[src/rtl/uart_tx_arbiter_pkg.sv]
// ----------------------------------------------------------------------------
// uart_tx_arbiter_pkg
// Shared types and defaults for the UART transmit arbiter and its helpers.
//   arb_state_e       : arbiter FSM encoding (2 bits)
//   DEF_*             : default parameter values
//   bits_for(n)       : counter width able to hold 0..n (never below 1 bit)
// ----------------------------------------------------------------------------
package uart_tx_arbiter_pkg;

  typedef enum logic [1:0] {
    ST_IDLE      = 2'd0,
    ST_LAUNCH    = 2'd1,
    ST_WAIT_BUSY = 2'd2,
    ST_WAIT_DONE = 2'd3
  } arb_state_e;

  localparam int DEF_NUM_REQ      = 2;
  localparam int DEF_BUSY_TIMEOUT = 64;
  localparam int DEF_MAX_RETRY    = 2;

  function automatic int bits_for(input int n);
    return (n < 1) ? 1 : $clog2(n + 1);
  endfunction

endpackage

[src/rtl/uart_tx_arbiter_rr_picker.sv]
// ----------------------------------------------------------------------------
// rr_picker
// Combinational round-robin picker. Scans i_req starting at i_ptr and
// wrapping modulo N; returns the first set request as one-hot and index.
//   i_req [N-1:0]  : request vector
//   i_ptr [IW-1:0] : highest-priority position this cycle (must be < N)
//   o_gnt [N-1:0]  : one-hot grant (all zero when nothing requested)
//   o_idx [IW-1:0] : index of the granted request
//   o_any          : at least one request present
// ----------------------------------------------------------------------------
module rr_picker
  import uart_tx_arbiter_pkg::*;
#(
  parameter int N  = DEF_NUM_REQ,
  parameter int IW = $clog2(N)
) (
  input  logic [N-1:0]  i_req,
  input  logic [IW-1:0] i_ptr,
  output logic [N-1:0]  o_gnt,
  output logic [IW-1:0] o_idx,
  output logic          o_any
);

  int w_pos;

  always_comb begin
    o_gnt = '0;
    o_idx = '0;
    o_any = 1'b0;
    w_pos = 0;
    for (int k = 0; k < N; k++) begin
      // rotated position, wrapped without a modulo so N need not be 2^n
      w_pos = int'(i_ptr) + k;
      if (w_pos >= N) w_pos = w_pos - N;
      if (!o_any && i_req[w_pos]) begin
        o_any        = 1'b1;
        o_gnt[w_pos] = 1'b1;
        o_idx        = IW'(w_pos);
      end
    end
  end

endmodule

[src/rtl/uart_tx_arbiter.sv]
// ----------------------------------------------------------------------------
// uart_tx_arbiter
// Shares one uart_sender between NUM_REQ byte producers. Round-robin grant,
// byte capture, one-cycle tx_en launch, then follows the sender's idle flag
// through busy -> idle before the next grant. A launch the sender never
// acknowledges is retried MAX_RETRY times, then dropped with err_drop.
//   clk, reset          : system clock, synchronous active-high reset
//   req_valid[NUM_REQ]  : per-requester byte-valid level
//   req_data[8*NUM_REQ] : byte i at [8i+7:8i]
//   req_ready[NUM_REQ]  : one-cycle one-hot accept pulse
//   tx_status           : sender idle flag (1 = idle), baud-clock domain
//   tx_data[8]          : byte to the sender, stable from grant to IDLE
//   tx_en               : launch pulse to the sender
//   busy                : FSM not in IDLE
//   grant_id            : index of the last granted requester
//   err_drop            : one-cycle pulse when a byte is abandoned
// ----------------------------------------------------------------------------
module uart_tx_arbiter
  import uart_tx_arbiter_pkg::*;
#(
  parameter int NUM_REQ      = DEF_NUM_REQ,
  parameter int BUSY_TIMEOUT = DEF_BUSY_TIMEOUT,
  parameter int MAX_RETRY    = DEF_MAX_RETRY
) (
  input  logic                       clk,
  input  logic                       reset,
  input  logic [NUM_REQ-1:0]         req_valid,
  input  logic [8*NUM_REQ-1:0]       req_data,
  output logic [NUM_REQ-1:0]         req_ready,
  input  logic                       tx_status,
  output logic [7:0]                 tx_data,
  output logic                       tx_en,
  output logic                       busy,
  output logic [$clog2(NUM_REQ)-1:0] grant_id,
  output logic                       err_drop
);

  localparam int IW    = $clog2(NUM_REQ);
  localparam int CNT_W = bits_for(BUSY_TIMEOUT);
  localparam int RTY_W = bits_for(MAX_RETRY);

  arb_state_e         r_state, w_state_nxt;
  logic [IW-1:0]      r_ptr, w_ptr_nxt;
  logic [IW-1:0]      r_grant_id, w_grant_id_nxt;
  logic [7:0]         r_tx_data, w_tx_data_nxt;
  logic [CNT_W-1:0]   r_cnt, w_cnt_nxt;
  logic [RTY_W-1:0]   r_retry, w_retry_nxt;

  logic               r_sync1, r_sync2;
  logic [1:0]         r_primed;
  logic               w_sts;

  logic [NUM_REQ-1:0] w_pick_gnt;
  logic [IW-1:0]      w_pick_idx;
  logic               w_pick_any;

  logic [NUM_REQ-1:0] w_req_ready;
  logic               w_tx_en;
  logic               w_err_drop;

  assign w_sts = r_sync2;

  rr_picker #(.N(NUM_REQ), .IW(IW)) u_pick (
    .i_req (req_valid),
    .i_ptr (r_ptr),
    .o_gnt (w_pick_gnt),
    .o_idx (w_pick_idx),
    .o_any (w_pick_any)
  );

  // Sequential state. The synchroniser resets to "idle", which would be a
  // lie if the sender is mid-frame when reset hits; r_primed blocks grants
  // until two real samples of tx_status have flushed the reset value out.
  always_ff @(posedge clk) begin
    if (reset) begin
      r_state    <= ST_IDLE;
      r_ptr      <= '0;
      r_grant_id <= '0;
      r_tx_data  <= '0;
      r_cnt      <= '0;
      r_retry    <= '0;
      r_sync1    <= 1'b1;
      r_sync2    <= 1'b1;
      r_primed   <= 2'b00;
    end else begin
      r_state    <= w_state_nxt;
      r_ptr      <= w_ptr_nxt;
      r_grant_id <= w_grant_id_nxt;
      r_tx_data  <= w_tx_data_nxt;
      r_cnt      <= w_cnt_nxt;
      r_retry    <= w_retry_nxt;
      r_sync1    <= tx_status;
      r_sync2    <= r_sync1;
      r_primed   <= {r_primed[0], 1'b1};
    end
  end

  always_comb begin
    w_state_nxt    = r_state;
    w_ptr_nxt      = r_ptr;
    w_grant_id_nxt = r_grant_id;
    w_tx_data_nxt  = r_tx_data;
    w_cnt_nxt      = r_cnt;
    w_retry_nxt    = r_retry;
    w_req_ready    = '0;
    w_tx_en        = 1'b0;
    w_err_drop     = 1'b0;

    unique case (r_state)
      ST_IDLE: begin
        if (w_pick_any && w_sts && r_primed[1]) begin
          w_req_ready    = w_pick_gnt;
          w_grant_id_nxt = w_pick_idx;
          for (int i = 0; i < NUM_REQ; i++)
            if (w_pick_gnt[i]) w_tx_data_nxt = req_data[8*i +: 8];
          w_ptr_nxt      = (w_pick_idx == IW'(NUM_REQ - 1)) ? '0 : w_pick_idx + 1'b1;
          w_state_nxt    = ST_LAUNCH;
        end
      end

      ST_LAUNCH: begin
        w_tx_en     = 1'b1;
        w_cnt_nxt   = '0;
        w_state_nxt = ST_WAIT_BUSY;
      end

      // Sender acknowledgement beats the timeout when both land together.
      ST_WAIT_BUSY: begin
        if (!w_sts) begin
          w_state_nxt = ST_WAIT_DONE;
        end else if (r_cnt == CNT_W'(BUSY_TIMEOUT)) begin
          if (r_retry < RTY_W'(MAX_RETRY)) begin
            w_retry_nxt = r_retry + 1'b1;
            w_state_nxt = ST_LAUNCH;
          end else begin
            w_err_drop  = 1'b1;
            w_retry_nxt = '0;
            w_state_nxt = ST_IDLE;
          end
        end else begin
          w_cnt_nxt = r_cnt + 1'b1;
        end
      end

      // A started frame always finishes, so no timeout here.
      ST_WAIT_DONE: begin
        if (w_sts) begin
          w_retry_nxt = '0;
          w_state_nxt = ST_IDLE;
        end
      end

      default: w_state_nxt = ST_IDLE;
    endcase
  end

  assign req_ready = w_req_ready;
  assign tx_en     = w_tx_en;
  assign err_drop  = w_err_drop;
  assign tx_data   = r_tx_data;
  assign grant_id  = r_grant_id;
  assign busy      = (r_state != ST_IDLE);

endmodule

[config.mk]
export PLATFORM = sky130hd
export DESIGN_NAME = uart_tx_arbiter
export DESIGN_NICKNAME = d
export VERILOG_FILES = /design/src/rtl/uart_tx_arbiter_pkg.sv /design/src/rtl/uart_tx_arbiter_rr_picker.sv /design/src/rtl/uart_tx_arbiter.sv
export SDC_FILE = /design/constraint.sdc
export NUM_CORES = 1
export LEC_CHECK = 0
export ABC_AREA = 0
export BUFFER_PORTS_ARGS = -buffer_cell sky130_fd_sc_hd__buf_2
export CAP_MARGIN = 25
export CORE_MARGIN = 3
export CORE_UTILIZATION = 45
export DETAILED_ROUTE_END_ITERATION = 10
export GPL_TIMING_DRIVEN = 0
export PLACE_DENSITY = 0.7
export SYNTH_ARGS = -nofsm -noshare
export SYNTH_HDL_FRONTEND = slang
export SYNTH_HIERARCHICAL = 1
export SYNTH_SLANG_ARGS = --single-unit
[constraint.sdc]
create_clock -name clk -period 1.6 [get_ports clk]
set_input_delay 0.32 -clock clk [delete_from_list [all_inputs] [get_ports clk]]
set_output_delay 0.32 -clock clk [all_outputs]
set_load 0.02 [all_outputs]
==> results of run 1 <==
cell families after synthesis:
| logic type | synth area share |
|---|---|
| AO/OA/AOI/OAI | 0.192 |
| adder cells (fa/ha/maj) | 0.0197 |
| buffers and inverters | 0.0552 |
| flip-flops | 0.394 |
| multiplexers | 0.0986 |
| AND/OR/NAND/NOR | 0.240 |
final cells by class:
class                           instances  area share
Sequential cell                        25       0.292
Clock inverter                          1     0.00281
Timing Repair Buffer                   55       0.199
Buffer                                  7      0.0253
Multi-Input combinational cell         97       0.433
Inverter                                7      0.0147
Clock buffer                            3      0.0126
Tap cell                               30      0.0211
state kept, by name (all words and copies together), names as in the netlist:
name	cells
r_ptr	1
r_retry	2
r_sync2	1
grant_id	1
r_cnt	7
tx_data	8
r_primed	2
r_state	2
r_sync1	1
synth_stat cells (2+ instances only):
cell	count	area (µm²)
buf_2	2	10.0
nor3_1	4	20.0
or2_2	2	12.5
nor2b_1	3	18.8
a211oi_2	2	25.0
a21boi_0	3	22.5
nor2_1	16	60.1
o21a_1	2	15.0
a21oi_1	6	30.0
nand2_1	7	26.3
mux2i_1	11	110
clkbuf_1	3	11.3
and2_1	2	12.5
o311ai_0	3	26.3
and3_1	3	18.8
o211a_1	2	20.0
a211oi_1	6	45.0
nand3_1	4	20.0
inv_1	7	26.3
or4_1	2	15.0
ha_1	2	25.0
dfxtp_1	25	500
nand4b_1	2	17.5
routing by layer:
metal / vias to the layer above / track usage
li1: 607 / -
met1: 570 / 0.224
met2: 31 / 0.312
met3: 5 / 0.0327
met4: 0 / 0.0971
met5: - / 0
worst register-to-register path, stage by stage, from the launching register on:
cell	delay, ns
dfxtp_4	0.38
nor4_4	0.29
and3_4	0.24
buf_4	0.15
o21bai_4	0.08
buf_4	0.15
and3_1	0.17
stage by stage:
step	util	instance area, µm²	setup TNS (ns)	total power [mW]	hold WS [ns]
finish	0.694	1780	-0.464	1.24	0.157
global route	0.694	1780	-0.666	1.30	0.146
floorplan	-	1270	0	0.822	0.389
CTS	0.656	1690	-0.490	1.23	0.155
detailed placement	0.575	1480	-1.60	0.894	0.395
global placement	0.575	1480	-0.874	0.885	0.396
worst max path at each step:
stage / from / to / slack, ns / cells past startpoint
3_5_place_dp: req_valid[0] / tx_data[7] / -0.25 / 8
2_1_floorplan: r_cnt[2] / err_drop / 0.05 / 4
4_1_cts: r_cnt[5] / err_drop / -0.30 / 5
6_report: r_cnt[2] / err_drop / -0.25 / 4
5_1_grt: r_cnt[2] / err_drop / -0.31 / 4
3_3_place_gp: req_valid[0] / tx_data[3] / -0.16 / 8
power breakdown:
group	switching (mW)	total [mW]	internal (mW)
registers	0.0136	0.658	0.645
clock network	0.200	0.294	0.0941
logic	0.151	0.290	0.139
repair_timing:
item | in CTS | in global routing
resized for setup | 27 | 16
pin swaps | 7 | 8
setup buffers | 12 | 8
gates cloned | 0 | 1
endpoints found under the setup margin | 13 | 17
==> flow_metrics.py, run 1 <==
metrics = {
    "logic_synthesis": {
        "synthArstFlopShare": 0,
        "synth_nets": 160,
        "synth_seq_area_share": 0.394,
        "syn_area_um2": 1270,
        "syn_inst": 137,
        "ys_ff_latch": 25,
        "yosysUniqueCellTypes": 41,
        "synth-main-ff-cell": "dfxtp_1",
        "synth_enable_flop_cells": 0,
        "syn_area_per_cell_um2": 9.26,
        "ys_warn_count": 6,
    },
    "place": {
        "io_buffer_count": 34,
        "dp_slack_ns": -0.248,
        "hpwl_um": 2100,
        "place.gp.congestion": 0.746,
        "dp.cells": 201,
    },
    "floorplan": {
        "coreArea_um2": 2570,
        "dieWidth_um": 59.1,
        "initial_utilization": 0.494,
        "io_pins": 35,
        "die_height_um": 59.1,
        "fp.dieArea_um2": 3490,
        "row_count": 18,
    },
    "sta": {
        "slew_violations": 0,
        "period_minus_slack_ns": 1.85,
        "hold_viol": 0,
        "slew-limit-headroom": 0.616,
        "fin_ws_ns": -0.245,
        "worstMarginPinSlew_ns": 0.576,
        "rsz0062_at_grt": "true",
        "fmax_ghz": 0.542,
        "timing.final.crit_share": 1.15,
        "fin_skew_ns": 0.00179,
        "setup_viol_count_final": 3,
    },
    "worst_setup_path": {
        "crit_type": "register to output pin",
        "required_ns": 1.28,
        "r2r_slack_ns": 0.06,
        "cp_top_family": "simple AND/OR/NAND/NOR gates",
        "reg2reg_from": "r_cnt[2]",
        "cp_slowest_stage_delay_ns": 0.38,
        "crit_arrival_ns": 1.53,
        "reg2regPathDepth": 6,
        "start_kind": "register",
        "cp-end-kind": "output pin",
        "critPathBufInv": 1,
        "crit_slowest_cell": "dfxtp_4",
        "rr_endpoint": "r_state[1]",
        "cp_common_cell": "and3_4",
        "path_cells": "nor4_4 -> and3_4 -> and3_4 -> buf_6",
        "path_max_fanout": 3,
    },
    "clock_network": {
        "holdBufCountCts": 0,
        "cts_buffer_depth": 2,
        "cts_tree": "yes",
        "cts-root-buf": "clkbuf_4",
        "clk_pin_slew_worst_paths_ns": 0.14,
        "cts_buffers": 3,
        "htree_levels": 1,
        "clk_latency_ns": 0.33,
        "cts.sinks": 25,
    },
    "detailed_routing": {
        "via_per_inst": 5.39,
        "dr_total_vias": 1213,
        "wl_met3_um": 155,
        "wl_met2_um": 1650,
        "met1_length_um": 1380,
        "dr.pass1.iters": 4,
        "topRoutingLayerUsed": "met4",
        "wl_um": 3240,
        "drt_iter0_drc": 43,
        "route.detailed.drc": 0,
        "wl_per_cell_um": 14.4,
        "ant_nets": 0,
    },
    "power": {
        "p_leak_nw": 0.834,
        "powerDensity_nw_per_um2": 697,
        "irDropWorstVdd_uv": 493,
    },
    "global_routing": {
        "grt_antenna_before_repair": 0,
        "grt_overflow_total": 0,
        "track_usage": 0.186,
        "grt_pass1_wl_um": 4930,
        "grt_start_max_net_pins": 15,
        "grt_pass1_vias": 1091,
    },
    "cells_and_area": {
        "final_common_cell": "buf_2",
        "num_antenna_cells": 0,
        "fill_cells": 211,
        "drive_above_1_share": 0.467,
        "layout_common_cells": "31 x buf_2, 20 x buf_4, 17 x dfxtp_1",
        "fin_cells": 225,
        "ff_latch_area_um2": 520,
        "nets": 219,
        "syn2layout_area_growth_pct": 40.5,
        "multi_input_area_um2": 772,
    },
    "status": {
        "violations": "setup timing",
        "status": "complete, but fails checks",
    },
    "min_path": {
        "min_from": "tx_status",
        "min_to": "r_sync1",
        "whs_path_depth": 2,
        "worstHoldPathType": "input pin to register",
    },
    "run": {
        "cap_violations": 0,
    },
}
Power figures use the tool's default switching activity.
==> inputs of run 2 (changes only) <==
--- a/config.mk
+++ b/config.mk
@@ -7,12 +7,14 @@
 export LEC_CHECK = 0
 export ABC_AREA = 0
 export BUFFER_PORTS_ARGS = -buffer_cell sky130_fd_sc_hd__buf_2
-export CAP_MARGIN = 25
+export CAP_MARGIN = 10
+export CELL_PAD_IN_SITES_DETAIL_PLACEMENT = 1
+export CELL_PAD_IN_SITES_GLOBAL_PLACEMENT = 2
 export CORE_MARGIN = 3
-export CORE_UTILIZATION = 45
+export CORE_UTILIZATION = 30
 export DETAILED_ROUTE_END_ITERATION = 10
 export GPL_TIMING_DRIVEN = 0
-export PLACE_DENSITY = 0.7
+export PLACE_DENSITY_LB_ADDON = 0.1
 export SYNTH_ARGS = -nofsm -noshare
 export SYNTH_HDL_FRONTEND = slang
 export SYNTH_HIERARCHICAL = 1
==> flow_metrics.py, run 2 (synthesis results as in run 1) <==
metrics = {
    "worst_setup_path": {
        "required_ns": 1.28,
        "cp_slowest_stage_delay_ns": 0.36,
        "crit_type": "register to output pin",
        "r2r_slack_ns": -0.07,
        "rr_endpoint": "r_retry[0]",
        "cp-end-kind": "output pin",
        "start_kind": "register",
        "reg2regPathDepth": 8,
        "crit_arrival_ns": 1.51,
        "crit_slowest_cell": "dfxtp_4",
        "path_cells": "nor4_4 -> and3_1 -> buf_6 -> and3_4 -> buf_6",
        "reg2reg_from": "r_cnt[0]",
        "path_max_fanout": 2,
        "cp_common_cell": "buf_6",
    },
    "min_path": {
        "whs_path_depth": 2,
        "min_from": "tx_status",
        "min_to": "r_sync1",
        "worstHoldPathType": "input pin to register",
    },
    "cells_and_area": {
        "syn2layout_area_growth_pct": 48.6,
        "final_common_cell": "buf_2",
        "num_antenna_cells": 0,
        "nets": 226,
        "layout_common_cells": "31 x buf_2, 26 x buf_4, 17 x dfxtp_1",
        "fin_cells": 252,
        "largest_reg_flops": 8,
        "finalInstanceArea_um2": 1890,
        "fill_cells": 485,
        "drive_above_1_share": 0.485,
    },
    "sta": {
        "slew_violations": 0,
        "fmax_ghz": 0.547,
        "fin_skew_ns": 0.00530,
        "timing.final.crit_share": 1.14,
        "hold_viol": 0,
        "slew-limit-headroom": 0.599,
        "setup_tns_ns": -0.316,
        "whs_ns": 0.224,
        "rsz0062_at_grt": "true",
        "fin_ws_ns": -0.228,
        "setup_viol_count_final": 3,
        "worstMarginPinSlew_ns": 0.601,
        "period_minus_slack_ns": 1.83,
    },
    "clock_network": {
        "cts_buffer_depth": 2,
        "cts-root-buf": "clkbuf_8",
        "clk_latency_ns": 0.27,
        "cts_buffers": 3,
        "clk_pin_slew_worst_paths_ns": 0.09,
        "htree_levels": 1,
        "cts_tree": "yes",
        "cts.sinks": 25,
    },
    "global_routing": {
        "busiest_layer": "met2",
        "grt_pass1_vias": 1182,
        "grt_pass1_wl_um": 5590,
        "met2_usage": 0.236,
        "grt_overflow_total": 0,
        "use_met3": 0.0298,
        "track_usage": 0.139,
        "grt_start_max_net_pins": 16,
        "grt_antenna_before_repair": 0,
        "use_met1": 0.181,
    },
    "detailed_routing": {
        "ant_nets": 0,
        "wl_per_cell_um": 14.0,
        "route.detailed.drc": 0,
        "wl_um": 3540,
        "dr_total_vias": 1245,
        "drt_iter0_drc": 19,
        "via_per_inst": 4.94,
        "dr.pass1.iters": 4,
    },
    "status": {
        "status": "complete, but fails checks",
        "violations": "setup timing",
    },
    "power": {
        "power_switching_uw": 372,
        "finalPower_mw": 1.33,
        "p_comb_frac": 0.217,
        "internal_power_uw": 961,
        "seqPwrFrac": 0.493,
        "switching_share": 0.279,
        "powerDensity_nw_per_um2": 707,
        "clock_power_share": 0.289,
        "p_leak_nw": 0.866,
        "irDropWorstVdd_uv": 345,
    },
    "place": {
        "place.gp.congestion": 0.723,
        "placed_area_um2": 1500,
        "hpwl_um": 2440,
        "dp.cells": 221,
        "io_buffer_count": 34,
    },
    "floorplan": {
        "io_pins": 35,
        "fp.dieArea_um2": 5050,
        "coreArea_um2": 4030,
        "dieWidth_um": 71.0,
        "initial_utilization": 0.315,
        "die_height_um": 71.0,
        "row_count": 23,
    },
    "run": {
        "cap_violations": 0,
    },
}
==> run 2: cell count changes in the layout (fill, tap and decap cells not counted), sizes merged <==
cell / before / now
clkinvlp: 0 / 1
clkinv: 1 / 0
buf: 59 / 66
==> run 2: cell type report <==
type	count	area (µm²)	area share
Sequential cell	25	520	0.276
Inverter	7	26.3	0.0139
Buffer	8	57.6	0.0305
Multi-Input combinational cell	97	771	0.409
Timing Repair Buffer	61	399	0.212
Tap cell	50	62.6	0.0332
Clock inverter	1	7.51	0.00398
Clock buffer	3	41.3	0.0219
==> run 2: metrics by stage <==
stage / setup slack [ns] / utilization
3_3_place_gp: -0.209 / 0.373
3_5_place_dp: -0.290 / 0.373
4_1_cts: -0.254 / 0.440
6_report: -0.228 / 0.468
2_1_floorplan: 0.0539 / -
5_1_grt: -0.297 / 0.468
==> run 2: what timing repair did <==
item                       in CTS  in global routing
buffers inserted               17                 10
hold buffers                    0                  0
resized for setup              31                 12
setup endpoints to repair      13                 17
pin swaps                       7                  5
==> run 2: power by group through the flow <==
stage                     Combinational [mW]  Sequential (mW)  Clock (mW)
final                                  0.290            0.658       0.386
after global routing                   0.317            0.662       0.428
after CTS                              0.269            0.660       0.403
after detailed placement               0.219            0.681           0
after global placement                 0.212            0.679           0
after floorplan                        0.130            0.692           0
==> run 2: worst max-delay path, delay by kind of cell, from the launching register on <==
kind	cells	cell delay [ns]
DFF	1	0.36
and+or+nand+nor	3	0.66
buffers and inverters	2	0.21
==> run 2: how the worst max path moves through the flow <==
stage | end | cells after the start | startpoint
after floorplan | err_drop | 4 | r_cnt[2]
after global placement | tx_data[3] | 8 | req_valid[0]
after detailed placement | tx_data[3] | 8 | req_valid[0]
after CTS | err_drop | 5 | r_cnt[5]
after global routing | err_drop | 5 | r_cnt[2]
final | err_drop | 5 | r_cnt[2]
==> run 2: layer usage <==
layer | routed length, µm | up-vias
li1 | - | 627
met5 | 0 | -
met4 | 29 | 0
met1 | 1620 | 591
met3 | 122 | 2
met2 | 1770 | 25
==> inputs of run 3 (changes only) <==
==> constraint.sdc (replaced) <==
create_clock -name clk -period 1.6 [get_ports clk]
set_input_delay 0.32 -clock clk [delete_from_list [all_inputs] [get_ports clk]]
set_output_delay 0.32 -clock clk [all_outputs]
set_load 0.01 [all_outputs]
==> flow_metrics.py, run 3 (synthesis results as in run 1) <==
metrics = {
    "min_path": {
        "worstHoldPathType": "input pin to register",
        "min_from": "tx_status",
    },
    "detailed_routing": {
        "ant_nets": 0,
        "drt_iter0_drc": 22,
        "via_per_inst": 4.98,
        "wl_per_cell_um": 14.4,
        "wl_um": 3600,
        "dr_total_vias": 1239,
        "route.detailed.drc": 0,
        "dr.pass1.iters": 4,
    },
    "cells_and_area": {
        "drive_above_1_share": 0.477,
        "fill_cells": 486,
        "syn2layout_area_growth_pct": 45.3,
        "largest_reg_flops": 8,
        "num_antenna_cells": 0,
        "final_common_cell": "buf_2",
        "layout_common_cells": "31 x buf_2, 24 x buf_4, 17 x dfxtp_1",
        "nets": 223,
    },
    "sta": {
        "hold_viol": 0,
        "rsz0062_at_grt": "true",
        "slew_violations": 0,
        "setup_tns_ns": -0.171,
        "setup_viol_count_final": 3,
        "slew-limit-headroom": 0.595,
        "period_minus_slack_ns": 1.75,
        "timing.final.crit_share": 1.10,
        "fin_ws_ns": -0.153,
        "fmax_ghz": 0.570,
        "worstMarginPinSlew_ns": 0.607,
        "fin_skew_ns": 0.00502,
    },
    "global_routing": {
        "use_met3": 0.0298,
        "use_met1": 0.185,
        "grt_pass1_wl_um": 5750,
        "busiest_layer": "met2",
        "grt_overflow_total": 0,
        "grt_antenna_before_repair": 0,
        "met2_usage": 0.243,
        "grt_start_max_net_pins": 16,
        "grt_pass1_vias": 1194,
        "track_usage": 0.142,
    },
    "clock_network": {
        "cts_buffer_depth": 2,
        "htree_levels": 1,
        "clk_latency_ns": 0.27,
        "holdBufCountCts": 0,
        "clk_pin_slew_worst_paths_ns": 0.09,
        "cts-root-buf": "clkbuf_8",
        "cts_buffers": 3,
        "cts_tree": "yes",
        "cts.sinks": 25,
    },
    "worst_setup_path": {
        "required_ns": 1.28,
        "cp-end-kind": "output pin",
        "path_max_fanout": 2,
        "crit_type": "register to output pin",
        "crit_start": "r_cnt[2]",
        "crit_arrival_ns": 1.43,
        "start_kind": "register",
        "r2r_slack_ns": 0.06,
        "reg2reg_from": "r_state[0]",
    },
    "floorplan": {
        "row_count": 23,
        "die_height_um": 71.0,
        "dieWidth_um": 71.0,
        "initial_utilization": 0.315,
        "coreArea_um2": 4030,
        "io_pins": 35,
        "fp.dieArea_um2": 5050,
    },
    "status": {
        "status": "complete, but fails checks",
        "violations": "setup timing",
    },
    "place": {
        "io_buffer_count": 34,
        "place.gp.congestion": 0.723,
        "dp_slack_ns": -0.290,
        "hpwl_um": 2440,
    },
    "power": {
        "irDropWorstVdd_uv": 382,
        "powerDensity_nw_per_um2": 717,
        "p_leak_nw": 0.858,
    },
    "run": {
        "cap_violations": 0,
    },
}
-- run 3: layer usage --
metal	share of wire	vias to the layer above
li1	-	618
met1	0.45	595
met2	0.51	24
met3	0.033	2
met4	0.0067	0
met5	0	-
-- run 3: path summary, 6_finish.rpt --
kind                            cells past startpoint    endpoint
worst min register to register                      1     r_sync2
worst max-delay path                                4    err_drop
worst min-delay path                                2     r_sync1
worst max register to register                      6  tx_data[7]
-- run 3: layout make-up --
class                      count  area (µm²)  share of cell area
timing repair buffer          59         384               0.208
multi-input combinational     97         753               0.409
clock inverter                 1        7.51             0.00407
buffer                         7        47.5              0.0258
sequential                    25         520               0.282
inverter                       7        26.3              0.0143
tap                           50        62.6              0.0339
clock buffer                   3        41.3              0.0224
-- run 3: power breakdown --
part	switching, mW	internal, mW
combinational	0.133	0.141
clock	0.212	0.177
sequential	0.0153	0.644
-- run 3: repair_timing --
action	4_1_cts	5_1_grt
buffers inserted	17	8
gates cloned	0	0
setup endpoints to repair	13	16
pin swaps	5	13
resized for setup	24	15
endpoints found under the hold margin	0	0
-- run 3: stage by stage --
stage	area, µm²	util	std cells	power, mW	hold slack, ns
detailed placement	1500	0.373	221	0.885	0.405
global route	1840	0.457	249	1.39	0.223
global placement	1500	0.373	221	0.876	0.392
finish	1840	0.457	249	1.32	0.224
CTS	1760	0.436	242	1.31	0.218
floorplan	1270	-	137	0.808	0.389
-- run 3: critical path, stage by stage (launching register included) --
cell and delay [ns]:
dfxtp_4 0.36, nor4_4 0.29, and3_4 0.24, and3_4 0.18, buf_6 0.10
